<file path="src/rtl/uart_program_loader.sv">
// UART program loader: receives an A5-headed word image over rx and writes it into the fetch
// instruction memory, holding the CPU in reset until done. Macro LOADER_CHECKSUM_EN adds an XOR check byte.
module uart_program_loader #(
    parameter int unsigned CLKS_PER_BIT = 434,
    parameter int unsigned ADDR_W       = 8
) (
    input  logic              CLK,
    input  logic              rst,
    input  logic              rx,
    output logic              imem_we,
    output logic [ADDR_W-1:0] imem_addr,
    output logic [15:0]       imem_wdata,
    output logic              cpu_rst,
    output logic              load_done,
    output logic              load_err
);
    localparam int unsigned CNT_W = $clog2(CLKS_PER_BIT);
    localparam logic [CNT_W-1:0] BIT_END  = CNT_W'(CLKS_PER_BIT - 1);
    localparam logic [CNT_W-1:0] HALF_END = CNT_W'(CLKS_PER_BIT / 2 - 1);
    localparam logic [7:0] HEADER = 8'hA5;

    localparam logic [1:0] R_IDLE  = 2'd0;
    localparam logic [1:0] R_START = 2'd1;
    localparam logic [1:0] R_DATA  = 2'd2;
    localparam logic [1:0] R_STOP  = 2'd3;

    localparam logic [2:0] S_IDLE    = 3'd0;
    localparam logic [2:0] S_COUNT   = 3'd1;
    localparam logic [2:0] S_DATA_HI = 3'd2;
    localparam logic [2:0] S_DATA_LO = 3'd3;
    localparam logic [2:0] S_DONE    = 3'd4;
    localparam logic [2:0] S_ERROR   = 3'd5;
`ifdef LOADER_CHECKSUM_EN
    localparam logic [2:0] S_CHECK   = 3'd6;
    localparam logic [2:0] S_END     = S_CHECK;
`else
    localparam logic [2:0] S_END     = S_DONE;
`endif

    logic             rx_s1, rx_s2, rx_s3;
    logic [1:0]       r_state, r_state_nxt;
    logic [CNT_W-1:0] r_cnt, r_cnt_nxt;
    logic [2:0]       r_bit, r_bit_nxt;
    logic [7:0]       r_shift, r_shift_nxt;
    logic             byte_valid, byte_valid_nxt;
    logic             frame_err, frame_err_nxt;

    logic [2:0]        state, state_nxt;
    logic [7:0]        n_words, n_nxt;
    logic [7:0]        wcnt, wcnt_nxt, wcnt_inc;
    logic [ADDR_W-1:0] word_addr, addr_nxt;
    logic [7:0]        hi_byte, hi_nxt;
    logic              we_nxt;
    logic [ADDR_W-1:0] waddr_nxt;
    logic [15:0]       wdata_nxt;
`ifdef LOADER_CHECKSUM_EN
    logic [7:0]        chk, chk_nxt;
`endif

    // rx synchroniser plus one extra stage for falling-edge detection
    always_ff @(posedge CLK) begin
        if (rst) begin
            rx_s1 <= 1'b1;
            rx_s2 <= 1'b1;
            rx_s3 <= 1'b1;
        end else begin
            rx_s1 <= rx;
            rx_s2 <= rx_s1;
            rx_s3 <= rx_s2;
        end
    end

    always_ff @(posedge CLK) begin
        if (rst) begin
            r_state    <= R_IDLE;
            r_cnt      <= '0;
            r_bit      <= '0;
            r_shift    <= '0;
            byte_valid <= 1'b0;
            frame_err  <= 1'b0;
        end else begin
            r_state    <= r_state_nxt;
            r_cnt      <= r_cnt_nxt;
            r_bit      <= r_bit_nxt;
            r_shift    <= r_shift_nxt;
            byte_valid <= byte_valid_nxt;
            frame_err  <= frame_err_nxt;
        end
    end

    // 8N1 receiver: start re-check at half bit, then data/stop sampled at each mid-bit
    always_comb begin
        r_state_nxt    = r_state;
        r_cnt_nxt      = r_cnt + CNT_W'(1);
        r_bit_nxt      = r_bit;
        r_shift_nxt    = r_shift;
        byte_valid_nxt = 1'b0;
        frame_err_nxt  = 1'b0;
        case (r_state)
            R_IDLE: begin
                r_cnt_nxt = '0;
                if (rx_s3 && !rx_s2) r_state_nxt = R_START;
            end
            R_START: begin
                if (r_cnt == HALF_END) begin
                    r_cnt_nxt   = '0;
                    r_bit_nxt   = '0;
                    r_state_nxt = rx_s2 ? R_IDLE : R_DATA;
                end
            end
            R_DATA: begin
                if (r_cnt == BIT_END) begin
                    r_cnt_nxt   = '0;
                    r_shift_nxt = {rx_s2, r_shift[7:1]};
                    r_bit_nxt   = r_bit + 3'd1;
                    if (r_bit == 3'd7) r_state_nxt = R_STOP;
                end
            end
            R_STOP: begin
                if (r_cnt == BIT_END) begin
                    r_state_nxt    = R_IDLE;
                    byte_valid_nxt = rx_s2;
                    frame_err_nxt  = !rx_s2;
                end
            end
            default: r_state_nxt = R_IDLE;
        endcase
    end

    assign wcnt_inc = wcnt + 8'd1;

    // loader sequencing on received bytes; a framing error wins from any state
    always_comb begin
        state_nxt = state;
        n_nxt     = n_words;
        wcnt_nxt  = wcnt;
        addr_nxt  = word_addr;
        hi_nxt    = hi_byte;
        we_nxt    = 1'b0;
        waddr_nxt = imem_addr;
        wdata_nxt = imem_wdata;
`ifdef LOADER_CHECKSUM_EN
        chk_nxt   = chk;
`endif
        if (frame_err) begin
            state_nxt = S_ERROR;
        end else if (byte_valid) begin
            case (state)
                S_IDLE, S_DONE, S_ERROR: begin
                    if (r_shift == HEADER) begin
                        state_nxt = S_COUNT;
`ifdef LOADER_CHECKSUM_EN
                        chk_nxt   = '0;
`endif
                    end
                end
                S_COUNT: begin
                    n_nxt     = r_shift;
                    wcnt_nxt  = '0;
                    addr_nxt  = '0;
                    state_nxt = (r_shift == 8'd0) ? S_END : S_DATA_HI;
                end
                S_DATA_HI: begin
                    hi_nxt    = r_shift;
                    state_nxt = S_DATA_LO;
`ifdef LOADER_CHECKSUM_EN
                    chk_nxt   = chk ^ r_shift;
`endif
                end
                S_DATA_LO: begin
                    we_nxt    = 1'b1;
                    waddr_nxt = word_addr;
                    wdata_nxt = {hi_byte, r_shift};
                    addr_nxt  = word_addr + ADDR_W'(1);
                    wcnt_nxt  = wcnt_inc;
                    state_nxt = (wcnt_inc == n_words) ? S_END : S_DATA_HI;
`ifdef LOADER_CHECKSUM_EN
                    chk_nxt   = chk ^ r_shift;
`endif
                end
`ifdef LOADER_CHECKSUM_EN
                S_CHECK: state_nxt = (r_shift == chk) ? S_DONE : S_ERROR;
`endif
                default: state_nxt = S_IDLE;
            endcase
        end
    end

    always_ff @(posedge CLK) begin
        if (rst) begin
            state      <= S_IDLE;
            n_words    <= '0;
            wcnt       <= '0;
            word_addr  <= '0;
            hi_byte    <= '0;
            imem_we    <= 1'b0;
            imem_addr  <= '0;
            imem_wdata <= '0;
            cpu_rst    <= 1'b1;
            load_done  <= 1'b0;
            load_err   <= 1'b0;
        end else begin
            state      <= state_nxt;
            n_words    <= n_nxt;
            wcnt       <= wcnt_nxt;
            word_addr  <= addr_nxt;
            hi_byte    <= hi_nxt;
            imem_we    <= we_nxt;
            imem_addr  <= waddr_nxt;
            imem_wdata <= wdata_nxt;
            cpu_rst    <= (state_nxt != S_DONE);
            load_done  <= (state_nxt == S_DONE);
            load_err   <= (state_nxt == S_ERROR);
        end
    end

`ifdef LOADER_CHECKSUM_EN
    always_ff @(posedge CLK) begin
        if (rst) chk <= '0;
        else     chk <= chk_nxt;
    end
`endif

endmodule
</file>
<file path="config.mk">
export PLATFORM = sky130hd
export DESIGN_NAME = uart_program_loader
export DESIGN_NICKNAME = d
export VERILOG_FILES = /design/src/rtl/uart_program_loader.sv
export SDC_FILE = /design/constraint.sdc
export NUM_CORES = 1
export LEC_CHECK = 0
export CAP_MARGIN = 20
export CORE_ASPECT_RATIO = 0.5
export CORE_UTILIZATION = 35
export DETAILED_ROUTE_END_ITERATION = 8
export GPL_ROUTABILITY_DRIVEN = 0
export MAX_ROUTING_LAYER = met4
export SETUP_SLACK_MARGIN = 0.02
export SLEW_MARGIN = 20
export SYNTH_ARGS = -nofsm -noshare
export SYNTH_HDL_FRONTEND = slang
export SYNTH_SLANG_ARGS = --single-unit
</file>
<file path="constraint.sdc">
create_clock -name CLK -period 6.2 [get_ports CLK]
set_clock_uncertainty 0.2 [all_clocks]
set_input_delay 0.62 -clock CLK [delete_from_list [all_inputs] [get_ports CLK]]
set_output_delay 0.62 -clock CLK [all_outputs]
set_load 0.005 [all_outputs]
</file>
== Yosys cells after proc, flatten, opt, wreduce, memory -nomap -nowiden ==
Cells that the tools add are included.
Storage, ports and cells
  bits in registers: 90
  input bits: 3
  output and inout port bits: 28
  word-level logic and storage cells: 88
Operators by class
  add/subtract/negate cells: 4
  eq/ne operators: 21
  mux-type cells: 22
  bitwise logic cells: 4
  reductions and logical operators: 17
Operators by type and width (number)
  $pmux 8 s2: 2
  $pmux 9 s3: 1
  $mux 3: 7
  $mux 9: 2
  $add 8x1->8 const B: 2
  $eq 3x3->1 const B: 5
  $reduce_and 3->1: 5
  $mux 2: 6
  $pmux 3 s4: 1
  $ne 2x2->1 const B: 5
  $add 9x1->9 const B: 1
  $eq 9x8->1 const B: 1
  $eq 9x9->1 const B: 1
  $reduce_or 3->1: 3
  $eq 8x8->1: 1
  $eq 8x8->1 const B: 1
  $logic_not 8->1: 1
  $pmux 2 s4: 1
  $eq 3x2->1 const B: 2
  $pmux 3 s2: 1
  $reduce_and 5->1: 1
  $eq 2x2->1 const B: 2
  $not 1->1: 4
  $reduce_bool 2->1: 2
  other kinds (10): 10

== Logic depth before layout (Yosys ltp) ==
Gate-level depths: netlist of run 1.
  depth in word-level cells: 7
  mapped depth: 8
  depth with buffers taken out: 8

== Least setup slack after synthesis of run 1 ==
Ideal clock, no wire load.
  kind: register -> register
  start: register wcnt[0]
  end: register cpu_rst
  setup time: 127 ps
  data arrival time: 1797 ps
  data required time: 5873 ps
  slack: 4076 ps
  stages on the path, launching flop included: 9
  path buffers: 1
  period minus slack after synthesis: 2124 ps
  cell sequence: dfxtp_1 -> ha_1 -> buf_2 -> nand2b_1 -> a21oi_1 -> nor4_2 -> o311a_2 -> a31oi_2 -> or3_1
Between the ends
  cells in the longest elaborated chain, start to end: 7
Ends and longest elaborated chain
  start, declared: RTL line 50  | logic [7:0] wcnt, wcnt_nxt, wcnt_inc;
  start signal, assigned: RTL line 205  | wcnt <= wcnt_nxt;
  $add 8x1->8: RTL line 130  | assign wcnt_inc = wcnt + 8'd1;
  $eq 8x8->1: RTL line 176  | state_nxt = (wcnt_inc == n_words) ? S_END : S_DATA_HI;
  $mux 3: RTL line 176
  $pmux 3 s4: RTL line 148  | case (state)
  $mux 3: RTL line 147  | end else if (byte_valid) begin
  $mux 3: RTL line 145  | if (frame_err) begin
  $ne 3x3->1: RTL line 211  | cpu_rst <= (state_nxt != S_DONE);
  end signal, assigned: RTL line 211
  end, declared: RTL line 13  | output logic cpu_rst,
No other way between the ends.
A chain may end at the register's enable or synchronous reset.

== Worst setup path after layout of run 1 ==
  start: register state[1]
  end: register hi_byte[1]
Between the ends
  cells in the longest elaborated chain, start to end: 2
Ends and longest elaborated chain
  start, declared: RTL line 48  | logic [2:0] state, state_nxt;
  start signal, assigned: RTL line 203  | state <= state_nxt;
  $eq 3x2->1: RTL line 148
  $reduce_and 3->1 (no line)
  end signal, assigned: RTL line 207  | hi_byte <= hi_nxt;
  end, declared: RTL line 52  | logic [7:0] hi_byte, hi_nxt;
No other way between the ends.

==> metrics.txt, run 1 <==
# TYPE chip_impl_metric gauge
chip_impl_info{name="run_status",value="completed"} 1
chip_impl_metric{name="netlist_area",unit="um^2"} 3890
chip_impl_metric{name="avgViaCountPerCell",unit=""} 4.91
chip_impl_metric{name="pwr_density_cell",unit="nW/um^2"} 249
chip_impl_metric{name="drcViolationCount",unit=""} 0
chip_impl_metric{name="clock_buffer_depth",unit=""} 2
chip_impl_info{name="start_kind",value="flip-flop"} 1
chip_impl_info{name="startpoint_to_endpoint_class_of_the_critical_path",value="reg -> reg"} 1
chip_impl_metric{name="instances_no_fill",unit=""} 618
chip_impl_metric{name="dieHeight",unit="um"} 76.5
chip_impl_metric{name="yosysWarnings",unit=""} 0
chip_impl_metric{name="vias",unit=""} 3032
chip_impl_info{name="tritoncts_clock_tree",value="done"} 1
chip_impl_metric{name="worst-slew-pin-transition",unit="ns"} 0.857
chip_impl_metric{name="wire_per_inst",unit="um"} 12.6
chip_impl_metric{name="sequential_share_of_the_synthesized_area",unit="%"} 46.3
chip_impl_metric{name="number_of_synthesized_register_bits",unit=""} 90
chip_impl_metric{name="groute.usage.overall",unit="%"} 15.2
chip_impl_metric{name="timing.slew.headroom",unit="%"} 42.8
chip_impl_metric{name="cts_clock_pin_slew_for_the_worst_setup_and_hold_paths",unit="ns"} 0.06
chip_impl_metric{name="drt_wl_total",unit="mm"} 7.80
chip_impl_metric{name="grt_pass1_vias",unit=""} 2766
chip_impl_metric{name="placementRows",unit=""} 26
chip_impl_metric{name="cts_max_level",unit=""} 3
chip_impl_metric{name="dr.first_iter.drc_count",unit=""} 144
chip_impl_metric{name="timing.final.crit_share",unit="%"} 40.7
chip_impl_metric{name="initial_utilization",unit="%"} 37.0
chip_impl_metric{name="clock_latency",unit="ns"} 0.34
chip_impl_metric{name="worstHoldPathCells",unit=""} 1
chip_impl_metric{name="netlist-cell-type-count",unit=""} 57
chip_impl_metric{name="placed_cells_incl_taps",unit=""} 603
chip_impl_metric{name="post_synth_inst_count",unit=""} 455
chip_impl_metric{name="postSynthAreaPerCell",unit="um^2"} 8.55
chip_impl_metric{name="number_of_i_o_pins",unit=""} 31
chip_impl_info{name="worstSetupEndpointType",value="flip-flop"} 1
chip_impl_metric{name="synth.net_count",unit=""} 465
chip_impl_metric{name="postLayoutSetupSlackWorst",unit="ns"} 3.68
chip_impl_metric{name="global_route.overflow_total",unit=""} 0
chip_impl_info{name="synth.cells.most_frequent",value="sky130_fd_sc_hd__dfxtp_1, sky130_fd_sc_hd__nand2_1, sky130_fd_sc_hd__nor2_1"} 1
chip_impl_metric{name="final_core_util",unit="%"} 43.2
chip_impl_metric{name="postLayoutCellArea",unit="um^2"} 4540
chip_impl_metric{name="layout.filler_cells",unit=""} 1029
chip_impl_metric{name="design.core.area",unit="um^2"} 10500
chip_impl_metric{name="hold_buffers",unit=""} 0
chip_impl_metric{name="worst_ir_drop_vdd",unit="mV"} 0.165
chip_impl_info{name="cts_root_buffer",value="sky130_fd_sc_hd__clkbuf_16"} 1
chip_impl_metric{name="path_max_fanout",unit=""} 21
chip_impl_metric{name="cap_viol_max_count",unit=""} 0
chip_impl_metric{name="antenna_cells",unit=""} 0
chip_impl_metric{name="num-nets-final",unit=""} 484
chip_impl_info{name="yosysMostFrequentCell",value="sky130_fd_sc_hd__dfxtp_1"} 1
chip_impl_info{name="yosysTopAreaCell",value="sky130_fd_sc_hd__dfxtp_1"} 1
chip_impl_metric{name="placement.cell_area",unit="um^2"} 4260
chip_impl_metric{name="detail_route.first_pass.iterations",unit=""} 4
chip_impl_info{name="synth_top_flop_cell",value="sky130_fd_sc_hd__dfxtp_1"} 1
chip_impl_info{name="hold_path_end",value="rx_s2"} 1
chip_impl_metric{name="p_leak",unit="nW"} 1.68
chip_impl_metric{name="grt_start_max_net_pins",unit=""} 76
chip_impl_metric{name="share_of_layout_cells_above_drive_strength_1",unit="%"} 7.32
chip_impl_metric{name="io_buffer_count",unit=""} 30
chip_impl_metric{name="postCtsSetupBuffers",unit=""} 0
chip_impl_info{name="crit-reg2reg-launch",value="state[1]"} 1
chip_impl_metric{name="floorplan.die_area",unit="um^2"} 11600
chip_impl_metric{name="final_period_minus_worst_setup_slack",unit="ns"} 2.52
chip_impl_metric{name="clock_sinks",unit=""} 90
chip_impl_metric{name="timing.reg2reg.worst_path_depth",unit=""} 5
chip_impl_metric{name="grt_pass1_wl",unit="mm"} 13.4
chip_impl_info{name="holdCritPathClass",value="reg -> reg"} 1
chip_impl_metric{name="synth-async-reset-ratio",unit="%"} 0
chip_impl_metric{name="dp_hpwl",unit="mm"} 5.09
chip_impl_info{name="rsz0062_at_grt",value="false"} 1
chip_impl_metric{name="drv_slew",unit=""} 0
chip_impl_metric{name="netlist.area_leader.share",unit="%"} 46.3
chip_impl_metric{name="fmax",unit="GHz"} 0.397
chip_impl_metric{name="synth_enable_flop_cells",unit=""} 0
chip_impl_info{name="hold_start",value="rx_s1"} 1
chip_impl_metric{name="post_cts.resized_instances",unit=""} 0
chip_impl_metric{name="area_growth",unit="%"} 16.9
chip_impl_metric{name="cts_bufs_inserted",unit=""} 9
chip_impl_metric{name="cp.arrival",unit="ns"} 2.52
chip_impl_metric{name="dp_worst_setup_slack",unit="ns"} 3.69
chip_impl_metric{name="required",unit="ns"} 6.20
chip_impl_metric{name="number_of_antenna_violations_at_the_first_check_in_global_routing",unit=""} 0
chip_impl_info{name="reg2reg_to",value="hi_byte[1]"} 1
chip_impl_metric{name="regToRegSetupSlack",unit="ns"} 3.68
chip_impl_metric{name="setup_tns",unit="ns"} 0
chip_impl_metric{name="antenna_violating_nets_post_route",unit=""} 0
chip_impl_info{name="ys_top_cells_by_area",value="sky130_fd_sc_hd__dfxtp_1, sky130_fd_sc_hd__nand2_1, sky130_fd_sc_hd__a21oi_1"} 1
chip_impl_metric{name="hold_violations",unit=""} 0
chip_impl_metric{name="die_x",unit="um"} 151
chip_impl_metric{name="timing.final.setup_violations",unit=""} 0
area by class of cell:
cell class / instances / area [um^2] / area share [%]
multi-input combinational: 332 / 1940 / 42.7
sequential: 90 / 1800 / 39.6
timing repair buffer: 31 / 303 / 6.66
clock buffer: 10 / 229 / 5.04
tap: 140 / 175 / 3.85
clock inverter: 5 / 56.3 / 1.24
inverter: 10 / 37.5 / 0.826
routing by layer:
| layer | vias up | part of all wire [%] | GRT usage [%] |
|---|---|---|---|
| li1 | 1586 | - | - |
| met1 | 1399 | 49 | 18.6 |
| met2 | 38 | 46 | 23.5 |
| met3 | 9 | 4.1 | 5.39 |
| met4 | 0 | 1.1 | 4.50 |
| met5 | - | 0 | - |
worst max-delay path, stage by stage, from the launching register on:
cell	delay (ns)
sky130_fd_sc_hd__dfxtp_1	0.88
sky130_fd_sc_hd__inv_2	0.21
sky130_fd_sc_hd__nor3_1	0.30
sky130_fd_sc_hd__nand3b_1	0.44
sky130_fd_sc_hd__mux2i_1	0.28
sky130_fd_sc_hd__nor2_1	0.06
placed cells by master (no fill, tap or decap), types with 2 or more instances in the layout:
master,count
sky130_fd_sc_hd__dfxtp_1,90
sky130_fd_sc_hd__nand2_1,79
sky130_fd_sc_hd__nor2_1,55
sky130_fd_sc_hd__a21oi_1,52
sky130_fd_sc_hd__clkdlybuf4s50_1,29
sky130_fd_sc_hd__mux2i_1,21
sky130_fd_sc_hd__xor2_1,14
sky130_fd_sc_hd__nand3_1,12
sky130_fd_sc_hd__o21ai_0,12
sky130_fd_sc_hd__clkbuf_16,9
sky130_fd_sc_hd__inv_1,7
sky130_fd_sc_hd__xnor2_1,7
sky130_fd_sc_hd__nor3_1,7
sky130_fd_sc_hd__ha_1,7
sky130_fd_sc_hd__nand4_1,5
sky130_fd_sc_hd__nand2b_1,4
sky130_fd_sc_hd__and2_1,4
sky130_fd_sc_hd__a31oi_1,4
sky130_fd_sc_hd__inv_2,3
sky130_fd_sc_hd__or3_1,3
sky130_fd_sc_hd__nand3b_1,3
sky130_fd_sc_hd__and3_1,3
sky130_fd_sc_hd__or2_2,3
sky130_fd_sc_hd__nor4bb_1,2
sky130_fd_sc_hd__a21o_1,2
sky130_fd_sc_hd__nor3b_1,2
sky130_fd_sc_hd__nor2b_1,2
sky130_fd_sc_hd__nor4_1,2
sky130_fd_sc_hd__clkinv_2,2
worst max path at each step:
| stage | startpoint | endpoint | slack (ns) | cells past startpoint |
|---|---|---|---|---|
| final | state[1] | hi_byte[1] | 3.68 | 5 |
| after floorplan | wcnt[0] | cpu_rst | 4.08 | 8 |
| after global placement | state[1] | wcnt[6] | 3.51 | 4 |
| after global routing | state[1] | hi_byte[4] | 3.43 | 5 |
| after CTS | state[1] | hi_byte[3] | 3.68 | 5 |
| after detailed placement | rst | cpu_rst | 3.69 | 5 |
report_power, final:
part / switching (mW) / total, mW / internal, mW
clock: 0.216 / 0.525 / 0.309
sequential: 0.00591 / 0.586 / 0.580
combinational: 0.0150 / 0.0212 / 0.00619
total: 0.237 / 1.13 / 0.895
logic make-up (layout without fill, tap and decap cells):
kind of cell | after synthesis | in the layout | share of synthesized area (%)
muxes | 21 | 21 | 5.41
AOI/OAI and AO/OA | 80 | 80 | 11.5
xor gates and xnor gates | 22 | 22 | 5.15
and+or+nand+nor | 202 | 202 | 25.5
adders and majority gates | 7 | 7 | 2.25
DFF | 90 | 90 | 46.3
buffers and inverters | 33 | 56 | 3.80
stage by stage:
stage | hold WS [ns] | power, mW
2_1_floorplan | 0.189 | 0.614
3_3_place_gp | 0.193 | 0.620
3_5_place_dp | 0.196 | 0.620
4_1_cts | 0.209 | 1.15
5_1_grt | 0.250 | 1.18
6_report | 0.210 | 1.13
sequential cells by signal (all words and copies together) (netlist names), named ones only:
name	count
frame_err	1
load_done	1
rx_s3	1
r_cnt	9
r_bit	3
imem_wdata	16
cpu_rst	1
state	3
rx_s1	1
load_err	1
rx_s2	1
imem_we	1
r_shift	8
wcnt	8
n_words	8
hi_byte	8
word_addr	8
r_state	1
byte_valid	1
imem_addr	8
Note: power is estimated with default switching activity, not from simulation.
==> run 2, diff against run 1 <==
==> constraint.sdc (replaced) <==
create_clock -name CLK -period 2.4 [get_ports CLK]
set_clock_uncertainty 0.2 [all_clocks]
set_input_delay 0.24 -clock CLK [delete_from_list [all_inputs] [get_ports CLK]]
set_output_delay 0.24 -clock CLK [all_outputs]
set_load 0.005 [all_outputs]
==> metrics.txt, run 2 (synthesis gave the netlist of run 1 again) <==
# TYPE chip_impl_metric gauge
chip_impl_info{name="holdCritPathClass",value="in -> reg"} 1
chip_impl_metric{name="final_period_minus_worst_setup_slack",unit="ns"} 2.15
chip_impl_metric{name="floorplan.die_area",unit="um^2"} 11600
chip_impl_metric{name="cts_clock_pin_slew_for_the_worst_setup_and_hold_paths",unit="ns"} 0.06
chip_impl_info{name="crit-reg2reg-launch",value="wcnt[1]"} 1
chip_impl_metric{name="number_of_antenna_violations_at_the_first_check_in_global_routing",unit=""} 0
chip_impl_metric{name="drv_slew",unit=""} 0
chip_impl_metric{name="global_route.overflow_total",unit=""} 0
chip_impl_metric{name="post_cts.resized_instances",unit=""} 0
chip_impl_metric{name="pwr_density_cell",unit="nW/um^2"} 623
chip_impl_metric{name="dr.first_iter.drc_count",unit=""} 131
chip_impl_metric{name="grt_pass1_vias",unit=""} 2891
chip_impl_metric{name="flip_flop_count_of_the_largest_register_after_layout",unit=""} 16
chip_impl_metric{name="postLayoutSetupSlackWorst",unit="ns"} 0.248
chip_impl_info{name="tritoncts_clock_tree",value="done"} 1
chip_impl_metric{name="regToRegSetupSlack",unit="ns"} 0.25
chip_impl_metric{name="vias",unit=""} 3095
chip_impl_metric{name="timing.slew.headroom",unit="%"} 60.5
chip_impl_metric{name="share_of_layout_cells_above_drive_strength_1",unit="%"} 9.82
chip_impl_info{name="largest_register",value="imem_wdata"} 1
chip_impl_metric{name="timing.final.setup_violations",unit=""} 0
chip_impl_metric{name="drcViolationCount",unit=""} 0
chip_impl_metric{name="dieHeight",unit="um"} 76.5
chip_impl_metric{name="required",unit="ns"} 2.43
chip_impl_metric{name="cap_viol_max_count",unit=""} 0
chip_impl_metric{name="initial_utilization",unit="%"} 37.0
chip_impl_info{name="crit_path_end",value="cpu_rst"} 1
chip_impl_metric{name="worst-slew-pin-transition",unit="ns"} 0.592
chip_impl_metric{name="antenna_cells",unit=""} 0
chip_impl_metric{name="cts_max_level",unit=""} 3
chip_impl_metric{name="path_max_fanout",unit=""} 5
chip_impl_metric{name="worst_ir_drop_vdd",unit="mV"} 0.331
chip_impl_metric{name="timing.reg2reg.worst_path_depth",unit=""} 6
chip_impl_metric{name="hold_ws",unit="ns"} 0.179
chip_impl_info{name="crit_path_cell_trace",value="ha_4 > xor2_1 > nor4_2 > o311a_2 > a31oi_2 > or3_1"} 1
chip_impl_metric{name="clock_buffer_depth",unit=""} 2
chip_impl_info{name="crit_path_top_delay_cell",value="sky130_fd_sc_hd__dfxtp_1"} 1
chip_impl_metric{name="groute.usage.overall",unit="%"} 15.7
chip_impl_metric{name="cts_bufs_inserted",unit=""} 9
chip_impl_metric{name="detail_route.first_pass.iterations",unit=""} 4
chip_impl_metric{name="num-nets-final",unit=""} 494
chip_impl_metric{name="grt_pass1_wl",unit="mm"} 13.8
chip_impl_metric{name="design.core.area",unit="um^2"} 10500
chip_impl_metric{name="placementRows",unit=""} 26
chip_impl_info{name="reg_top3",value="imem_wdata (16), r_cnt (9)"} 1
chip_impl_metric{name="antenna_violating_nets_post_route",unit=""} 0
chip_impl_metric{name="timing.final.crit_share",unit="%"} 89.7
chip_impl_metric{name="max_stage_delay",unit="ns"} 0.43
chip_impl_metric{name="drt_wl_total",unit="mm"} 8.07
chip_impl_info{name="most_frequent_cells_in_the_layout",value="sky130_fd_sc_hd__dfxtp_1, sky130_fd_sc_hd__nand2_1, sky130_fd_sc_hd__nor2_1"} 1
chip_impl_metric{name="grt_start_max_net_pins",unit=""} 39
chip_impl_metric{name="p_leak",unit="nW"} 1.73
chip_impl_metric{name="number_of_i_o_pins",unit=""} 31
chip_impl_metric{name="clock_latency",unit="ns"} 0.34
chip_impl_metric{name="postCtsSetupBuffers",unit=""} 0
chip_impl_metric{name="dp_hpwl",unit="mm"} 5.45
chip_impl_info{name="layout_commonest_cell",value="sky130_fd_sc_hd__dfxtp_1"} 1
chip_impl_info{name="startpoint_to_endpoint_class_of_the_critical_path",value="reg -> reg"} 1
chip_impl_info{name="worstSetupEndpointType",value="flip-flop"} 1
chip_impl_metric{name="dp_worst_setup_slack",unit="ns"} 0.118
chip_impl_info{name="start_kind",value="flip-flop"} 1
chip_impl_metric{name="area_growth",unit="%"} 19.6
chip_impl_info{name="cts_root_buffer",value="sky130_fd_sc_hd__clkbuf_16"} 1
chip_impl_metric{name="clock_sinks",unit=""} 90
chip_impl_metric{name="fmax",unit="GHz"} 0.465
chip_impl_info{name="run_status",value="completed"} 1
chip_impl_metric{name="wire_per_inst",unit="um"} 12.8
chip_impl_metric{name="layout.filler_cells",unit=""} 1052
chip_impl_info{name="reg2reg_to",value="cpu_rst"} 1
chip_impl_metric{name="die_x",unit="um"} 151
chip_impl_info{name="rsz0062_at_grt",value="false"} 1
chip_impl_metric{name="hold_violations",unit=""} 0
chip_impl_metric{name="hold_buffers",unit=""} 0
chip_impl_metric{name="io_buffer_count",unit=""} 30
chip_impl_metric{name="avgViaCountPerCell",unit=""} 4.92
chip_impl_info{name="startpoint",value="wcnt[1]"} 1
chip_impl_metric{name="setup_tns",unit="ns"} 0
chip_impl_metric{name="cp.arrival",unit="ns"} 2.18
## run 2: how the worst min path moves through the flow
| stage | end | depth (start not counted) | slack [ns] | from |
|---|---|---|---|---|
| 2_1_floorplan | rx_s1 | 1 | 0.14 | rx |
| 3_3_place_gp | rx_s2 | 1 | 0.20 | rx_s1 |
| 3_5_place_dp | rx_s2 | 1 | 0.20 | rx_s1 |
| 4_1_cts | state[2] | 4 | 0.18 | rst |
| 5_1_grt | rx_s2 | 1 | 0.23 | rx_s1 |
| 6_report | state[2] | 4 | 0.18 | rst |
## run 2: layer usage
layer | up-vias | track usage [%] | wire length (um)
li1 | 1600 | - | -
met1 | 1460 | 20.0 | 4190
met2 | 23 | 23.6 | 3560
met3 | 12 | 4.67 | 206
met4 | 0 | 5.40 | 108
met5 | - | - | 0
## run 2: area by class of cell
class | instances | area, um^2 | area share [%]
Sequential cell | 90 | 1800 | 38.7
Timing Repair Buffer | 41 | 403 | 8.66
Clock inverter | 6 | 41.3 | 0.888
Inverter | 10 | 37.5 | 0.807
Multi-Input combinational cell | 332 | 1950 | 42.0
Tap cell | 140 | 175 | 3.77
Clock buffer | 10 | 239 | 5.14
## run 2: metrics by stage
| step | total power, mW | cell area [um^2] | util (%) | instances |
|---|---|---|---|---|
| 6_report | 2.90 | 4650 | 44.3 | 629 |
| 4_1_cts | 2.93 | 4640 | 44.1 | 629 |
| 2_1_floorplan | 1.59 | 3890 | - | 455 |
| 3_5_place_dp | 1.61 | 4360 | 41.5 | 613 |
| 3_3_place_gp | 1.61 | 4360 | 41.5 | 613 |
| 5_1_grt | 3.01 | 4650 | 44.3 | 629 |
## run 2: worst max-delay path: cells and delay by family (launching register included)
kind | cells | cell delay, ns
simple gates | 2 | 0.67
xor+xnor | 1 | 0.14
flops | 1 | 0.43
compound gates | 2 | 0.36
fa+ha+maj | 1 | 0.24
## run 2: power by group
part | internal (mW) | switching, mW
logic | 0.0188 | 0.0503
registers | 1.50 | 0.00478
clock network | 0.729 | 0.595
